[config.mk]
export PLATFORM = sky130hd
export DESIGN_NAME = bf128_key_loader
export DESIGN_NICKNAME = d
export VERILOG_FILES = /design/src/rtl/bf128_key_loader.sv
export SDC_FILE = /design/constraint.sdc
export NUM_CORES = 1
export LEC_CHECK = 0
export ABC_AREA = 1
export CORE_MARGIN = 8
export CORE_UTILIZATION = 43
export CTS_CLUSTER_DIAMETER = 200
export DETAILED_ROUTE_END_ITERATION = 6
export PLACE_DENSITY = 0.69
export SLEW_MARGIN = 20
export SYNTH_ARGS = -nofsm -noshare
export SYNTH_HDL_FRONTEND = slang
export SYNTH_SLANG_ARGS = --single-unit
[constraint.sdc]
create_clock -name clk_i -period 2.45 [get_ports clk_i]
set_clock_uncertainty 0.15 [all_clocks]
set_input_delay 0.245 -clock clk_i [delete_from_list [all_inputs] [get_ports clk_i]]
set_output_delay 0.245 -clock clk_i [all_outputs]
set_load 0.03 [all_outputs]
[src/rtl/bf128_key_loader.sv]
// rtl/bf128_key_loader.sv - packs a streamed 32-bit user key into key0..key7 and runs the skeygen2 handshake
module bf128_key_loader #(
    parameter int MAX_KEY_WORDS = 8,
    parameter int TIMEOUT_CYC   = 4096
) (
    input  logic        clk_i,
    input  logic        rst_i,
    input  logic        key_start_i,
    input  logic [3:0]  key_len_in_i,
    input  logic        key_word_valid_i,
    input  logic [31:0] key_word_i,
    output logic        key_word_ready_o,
    output logic [63:0] key0_o,
    output logic [63:0] key1_o,
    output logic [63:0] key2_o,
    output logic [63:0] key3_o,
    output logic [63:0] key4_o,
    output logic [63:0] key5_o,
    output logic [63:0] key6_o,
    output logic [63:0] key7_o,
    output logic [3:0]  key_length_o,
    output logic        enable_o,
    input  logic        skey_ready_i,
    output logic        keys_ready_o,
    output logic        busy_o,
    output logic        err_o
);

    localparam int TW = $clog2(TIMEOUT_CYC);
    localparam logic [3:0]    MAX_LEN   = 4'(MAX_KEY_WORDS);
    localparam logic [TW-1:0] TOUT_LAST = TW'(TIMEOUT_CYC - 1);

    typedef enum logic [1:0] {S_IDLE, S_LOAD, S_GEN, S_DONE} state_t;

    state_t        state_q, state_d;
    logic [3:0]    len_q, len_d;
    logic [3:0]    wcnt_q, wcnt_d;
    logic [TW-1:0] tcnt_q, tcnt_d;
    logic          err_q, err_d;
    logic [63:0]   key_q [MAX_KEY_WORDS];
    logic [63:0]   key_d [MAX_KEY_WORDS];

    logic start_ok;
    logic last_word;

    assign start_ok  = (key_len_in_i != 4'd0) && (key_len_in_i <= MAX_LEN);
    assign last_word = ({1'b0, wcnt_q} == ({len_q, 1'b0} - 5'd1));

    always_comb begin
        state_d = state_q;
        len_d   = len_q;
        wcnt_d  = wcnt_q;
        tcnt_d  = tcnt_q;
        err_d   = 1'b0;
        for (int i = 0; i < MAX_KEY_WORDS; i++) key_d[i] = key_q[i];

        case (state_q)
            S_IDLE, S_DONE: begin
                if (key_start_i) begin
                    if (start_ok) begin
                        len_d   = key_len_in_i;
                        wcnt_d  = 4'd0;
                        tcnt_d  = '0;
                        state_d = S_LOAD;
                        for (int i = 0; i < MAX_KEY_WORDS; i++) key_d[i] = 64'd0;
                    end else begin
                        err_d = 1'b1;
                    end
                end
            end
            S_LOAD: begin
                // Words arrive most significant first: even index fills the upper half.
                if (key_word_valid_i) begin
                    if (wcnt_q[0]) key_d[wcnt_q[3:1]][31:0]  = key_word_i;
                    else           key_d[wcnt_q[3:1]][63:32] = key_word_i;
                    wcnt_d = wcnt_q + 4'd1;
                    if (last_word) begin
                        tcnt_d  = '0;
                        state_d = S_GEN;
                    end
                end
            end
            S_GEN: begin
                // skey_ready takes priority over a timeout landing on the same cycle.
                if (skey_ready_i) begin
                    state_d = S_DONE;
                end else if (tcnt_q == TOUT_LAST) begin
                    err_d   = 1'b1;
                    state_d = S_IDLE;
                end else begin
                    tcnt_d = tcnt_q + 1'b1;
                end
            end
            default: state_d = S_IDLE;
        endcase
    end

    always_ff @(posedge clk_i) begin
        if (rst_i) begin
            state_q <= S_IDLE;
            len_q   <= 4'd0;
            wcnt_q  <= 4'd0;
            tcnt_q  <= '0;
            err_q   <= 1'b0;
            for (int i = 0; i < MAX_KEY_WORDS; i++) key_q[i] <= 64'd0;
        end else begin
            state_q <= state_d;
            len_q   <= len_d;
            wcnt_q  <= wcnt_d;
            tcnt_q  <= tcnt_d;
            err_q   <= err_d;
            for (int i = 0; i < MAX_KEY_WORDS; i++) key_q[i] <= key_d[i];
        end
    end

    assign key_word_ready_o = (state_q == S_LOAD);
    assign enable_o         = (state_q == S_GEN);
    assign keys_ready_o     = (state_q == S_DONE);
    assign busy_o           = (state_q == S_LOAD) || (state_q == S_GEN);
    assign err_o            = err_q;
    assign key_length_o     = len_q;

    assign key0_o = key_q[0];
    assign key1_o = key_q[1];
    assign key2_o = key_q[2];
    assign key3_o = key_q[3];
    assign key4_o = key_q[4];
    assign key5_o = key_q[5];
    assign key6_o = key_q[6];
    assign key7_o = key_q[7];

endmodule

======== After elaboration in Yosys (flattened, before gate mapping) ========
Memories as Yosys holds them, arrays and structs flattened.
Index checks and enable logic that the tools add are counted.
word-level totals
  register bits after elaboration ......... 23
  memory bits (writable) .................. 512
  input bits .............................. 41
  output and inout bits ................... 521
  word-level logic and storage cells ...... 89
  memories ................................ 1
operators by class
  add/sub/neg operators ................... 3
  order comparisons ....................... 3
  eq/ne operators ......................... 12
  muxes and demuxes ....................... 45
  bitwise gates (word level) .............. 9
  reduce and logical (&&, ||, !) cells .... 11
memory list
  memory  words  width  read ports  clocked after Yosys merged registers in  write ports  RTL line  RTL
  key_q   8      64     8           0                                        8            40        logic [63:0] key_q [MAX_KEY_WORDS];
operators by type and width
  operator               number
  $mux 512               4
  $bwmux 512             2
  $pmux 512 s2           1
  $mux 64                9
  $demux 64 s3           2
  $mux 12                6
  $pmux 12 s3            1
  $mux 32                1
  $add 12x1->12 const B  1
  $eq 12x12->1 const B   1
  $mux 2                 6
  $mux 4                 3
  $ne 2x2->1 const B     5
  $or 1x1->1             8
  $pmux 4 s2             1
  $mux 1                 7
  $pmux 2 s3             1
  $reduce_and 6->1       1
  $eq 4x5->1             1
  $reduce_and 5->1       1
  $sub 5x1->5 const B    1
  $add 4x1->4 const B    1
  $eq 2x2->1 const B     2
  $ge 4x4->1 const B     1
  15 further kinds       16

======== Longest topological paths before layout ========
  depth after elaboration ................. 10
  gate-level depth with buffers ........... 15
  gate-level depth less buffers ........... 12

======== Least setup slack after synthesis ========
No wires, ideal clock.
  kind .................................... register to register
  from .................................... register state_q[0]
  to ...................................... memory key_q[2][49], in the netlist key_q[0][177]
  library setup time ...................... 0.112 ns
  data arrival time ....................... 2.028 ns
  required time ........................... 2.188 ns
  path slack .............................. 0.160 ns
  stages on the path, launching flop included .. 13
  path buffers ............................ 2
  period minus slack after synthesis ...... 2.290 ns
  path through ............................ dfxtp_1 inv_1 ha_1 inv_1 o21ai_0 nand2_1 nand2_2 inv_4 buf_6 clkbuf_1 nand3_1 nand2_1 nor2_1
RTL lines
  item                    RTL line  RTL
  from (decl)             35        state_t state_q, state_d;
  from (signal assigned)  107       state_q <= state_d;
  to (decl)               40

======== Final worst setup path ========
  from .................................... register state_q[0]
  to ...................................... output port busy_o
between the ends
  cells in the longest elaborated chain, start to end .. 2
  elaborated cells on any way between the ends .. 3
  those cells by class .................... eq/ne (2); reduce/logical (1)
ends and longest elaborated chain
  item                                             RTL line  RTL
  $eq 2x1->1 / $eq 2x2->1 (equally long branches)  119       assign busy_o = (state_q == S_LOAD) || (state_q == S_GEN);
  $logic_or 1x1->1 (*)                             119
  to (decl)                                        25        output logic busy_o,
Mark *: on every way between the ends. The rest lies on a longest branch, timed or not.

==> results.json <==
{
  "crit_path_max_fanout": 4,
  "fmax_ghz": 0.423,
  "io_buffers": 561,
  "tritoncts": "built",
  "area_growth_pct": 38.2,
  "synth_edf_count": 0,
  "critical_path.top_delay_family": "buffers and inverters",
  "worstSetupPathType": "register to primary output",
  "period_minus_slack_ns": 2.36,
  "avgViaCountPerCell": 5.54,
  "synth_xor_area_share_pct": 0.0365,
  "row_count": 86,
  "synth_fa_ha_area_share_pct": 0.313,
  "nets": 4045,
  "syn_inst": 3510,
  "tightest_slew_ns": 0.949,
  "cap_violations": 0,
  "antenna_found_initial": 1,
  "grt_setup_unrepaired": "no",
  "setup_viol": 0,
  "fillerInstances": 5187,
  "synth-simple-area-share_pct": 35.8,
  "regArea_sq_um": 10700,
  "drive_gt1_share_pct": 8.50,
  "p_leak_uw": 0.0117,
  "wl_per_cell_um": 22.4,
  "clockRootBuffer": "clkbuf_16",
  "multi_input_area_sq_um": 11300,
  "syn_avg_cell_area_sq_um": 6.83,
  "synth_cell_type_count": 33,
  "die_h_um": 252,
  "cpMostUsedCell": "inv_1",
  "cp.required_ns": 2.06,
  "min_path_cells": 5,
  "grt.total_usage_pct": 31.9,
  "cpMaxStageDelayCell": "dfxtp_2",
  "grt_pass1_vias": 24323,
  "die_w_um": 252,
  "yosys_most_used_dff": "dfxtp_1",
  "drv_slew": 0,
  "yosysSeqAreaShare_pct": 44.7,
  "hold_path_class": "primary input to register",
  "postLayoutCoreUtil_pct": 60.1,
  "dr.first_iter.drc_count": 2982,
  "dieArea_sq_um": 63600,
  "drc_errors": 0,
  "synth_compound_gate_area_share_pct": 10.7,
  "relSlewSlack_pct": 36.6,
  "dr.pass1.iters": 6,
  "synth.mux.area_fraction_pct": 0,
  "cp_num_cells": 5,
  "vias": 26549,
  "slowest_delay_ns": 0.34,
  "place_hpwl_um": 74000,
  "cp_data_arrival_time_ns": 1.97,
  "gr-total-overflow": 0,
  "crit_chain": "inv_1 > ha_1 > inv_1 > buf_4 > clkdlybuf4s15_2",
  "clock_latency_ns": 0.63,
  "cts_buffer_depth": 3,
  "ios": 562,
  "fin_total_pwr_uw": 41000,
  "postRouteAntennaNets": 0,
  "crit_buf_inv": 4,
  "hold_viol": 0,
  "synth-seq-cells": 535,
  "syn-cell-area_sq_um": 24000,
  "ir_worst_vdd_mv": 1.06,
  "post_cts_buffers": 0,
  "grt_max_degree": 143,
  "timing.hold.ws_ns": 0.268,
  "endpoint_kind": "primary output",
  "status": "completed",
  "power_density_nw_per_um2": 1240,
  "htree_levels": 2,
  "cts.sinks": 535,
  "start_kind": "register",
  "routed_wl_um": 108000,
  "synth_top_family_by_area": "simple AND/OR/NAND/NOR gates",
  "synth_nets": 3557,
  "gp_congestion": 0.915,
  "fin_crit_sh_pct": 96.4,
  "initial_core_util_pct": 43.5,
  "reg2reg_depth": 11,
  "async_flop_share_pct": 0,
  "cts_buffers": 58,
  "synth_warnings": 0,
  "path_clk_slew_ns": 0.06,
  "core_sq_um": 55100,
  "grt_pass1_wl_um": 157000,
  "setup_total_negative_slack_ns": 0
}
==> power by group <==
| group | internal (uW) | switching [uW] |
|---|---|---|
| sequential | 9870 | 707 |
| combinational | 7260 | 14100 |
| clock | 5200 | 3830 |
| total | 22300 | 18600 |
==> synth_stat cells, types with 5 or more instances <==
master | number | area share (%)
a21oi_1 | 469 | 9.8
buf_1 | 8 | 0.13
buf_2 | 123 | 2.6
buf_4 | 15 | 0.47
clkbuf_1 | 173 | 2.7
dfxtp_1 | 535 | 45
ha_1 | 6 | 0.31
inv_1 | 151 | 2.4
inv_2 | 13 | 0.20
nand2_1 | 845 | 13
nand2_2 | 12 | 0.31
nand3_1 | 406 | 8.5
nand4_1 | 11 | 0.29
nor2_1 | 441 | 6.9
nor2_2 | 8 | 0.21
nor3_1 | 109 | 2.3
nor4_1 | 132 | 3.4
o21ai_0 | 27 | 0.56
o21ai_2 | 5 | 0.18
==> sequential cells by signal, indices dropped and copies added (netlist names) <==
register	count
key_length_o	4
state_q	2
wcnt_q	4
err_o	1
key_q	512
tcnt_q	12
==> worst register-to-register path, cell delays in order, from the launching register on <==
cell and delay, ns:
dfxtp_1 0.37, inv_1 0.08, ha_2 0.23, buf_12 0.18
nand2_8 0.10, clkinv_2 0.22, nor2_2 0.27, buf_12 0.18
nand2_2 0.08, buf_12 0.17, nand2_1 0.09, a21oi_1 0.05
==> cells by family (layout without fill, tap and decap cells) <==
family,Yosys count,in the layout
and+or+nand+nor,1976,1976
DFF,535,535
AOI/OAI and AO/OA,505,505
buffers and inverters,487,1022
adders and majority gates,6,6
xor gates and xnor gates,1,1
other,0,2
==> through the flow <==
step	area, sq um	setup WS (ns)	std cells
final	33100	0.0884	4795
after global placement	31200	-0.0314	4685
after floorplan	24000	0.160	3510
after global routing	33100	0.000665	4793
after detailed placement	31200	-0.0753	4685
after CTS	33100	0.0359	4793
==> placed cells by master, fill, tap and decap left out, drive strengths merged, types with 82 or more instances in the layout <==
master	instances
buf	188
clkdlybuf4s50	557
nand3	408
inv	166
nand2	857
a21oi	469
clkbuf	82
dfxtp	535
nor4	132
nor3	112
nor2	449
==> final timing paths <==
check                                    from       endpoint  slack [ns]
worst max register to register     state_q[1]   key_q[0][93]        0.14
worst max-delay path               state_q[0]         busy_o        0.09
worst min-delay path            key_word_i[9]  key_q[0][169]        0.27
worst min register to register  key_q[1][215]  key_q[1][215]        0.30
==> cell type report <==
type | count | area share, %
multi-input cells | 2488 | 34.0
inverters | 167 | 1.98
well taps | 748 | 2.82
diodes | 2 | 0.0151
clock inverters | 25 | 0.755
flip-flops and latches | 535 | 32.3
clock buffers | 82 | 5.08
repair buffers | 748 | 23.0
==> repair_timing <==
item,4_1_cts,5_1_grt
hold endpoints to repair,40,0
pin swaps,0,1
hold buffers,1,0
gates resized for setup,4,5
endpoints found under the setup margin,2,233
==> layer usage <==
| metal | share of wire [%] | routed length, um | global-route usage [%] | vias up |
|---|---|---|---|---|
| met4 | 4.6 | 4970 | 13.9 | 0 |
| met5 | 0 | 0 | 0 | - |
| met3 | 11 | 12300 | 8.64 | 231 |
| met1 | 40 | 42800 | 41.3 | 12420 |
| met2 | 44 | 47500 | 49.8 | 1382 |
| li1 | - | - | - | 12516 |
Note: power is estimated with default switching activity, not from simulation.
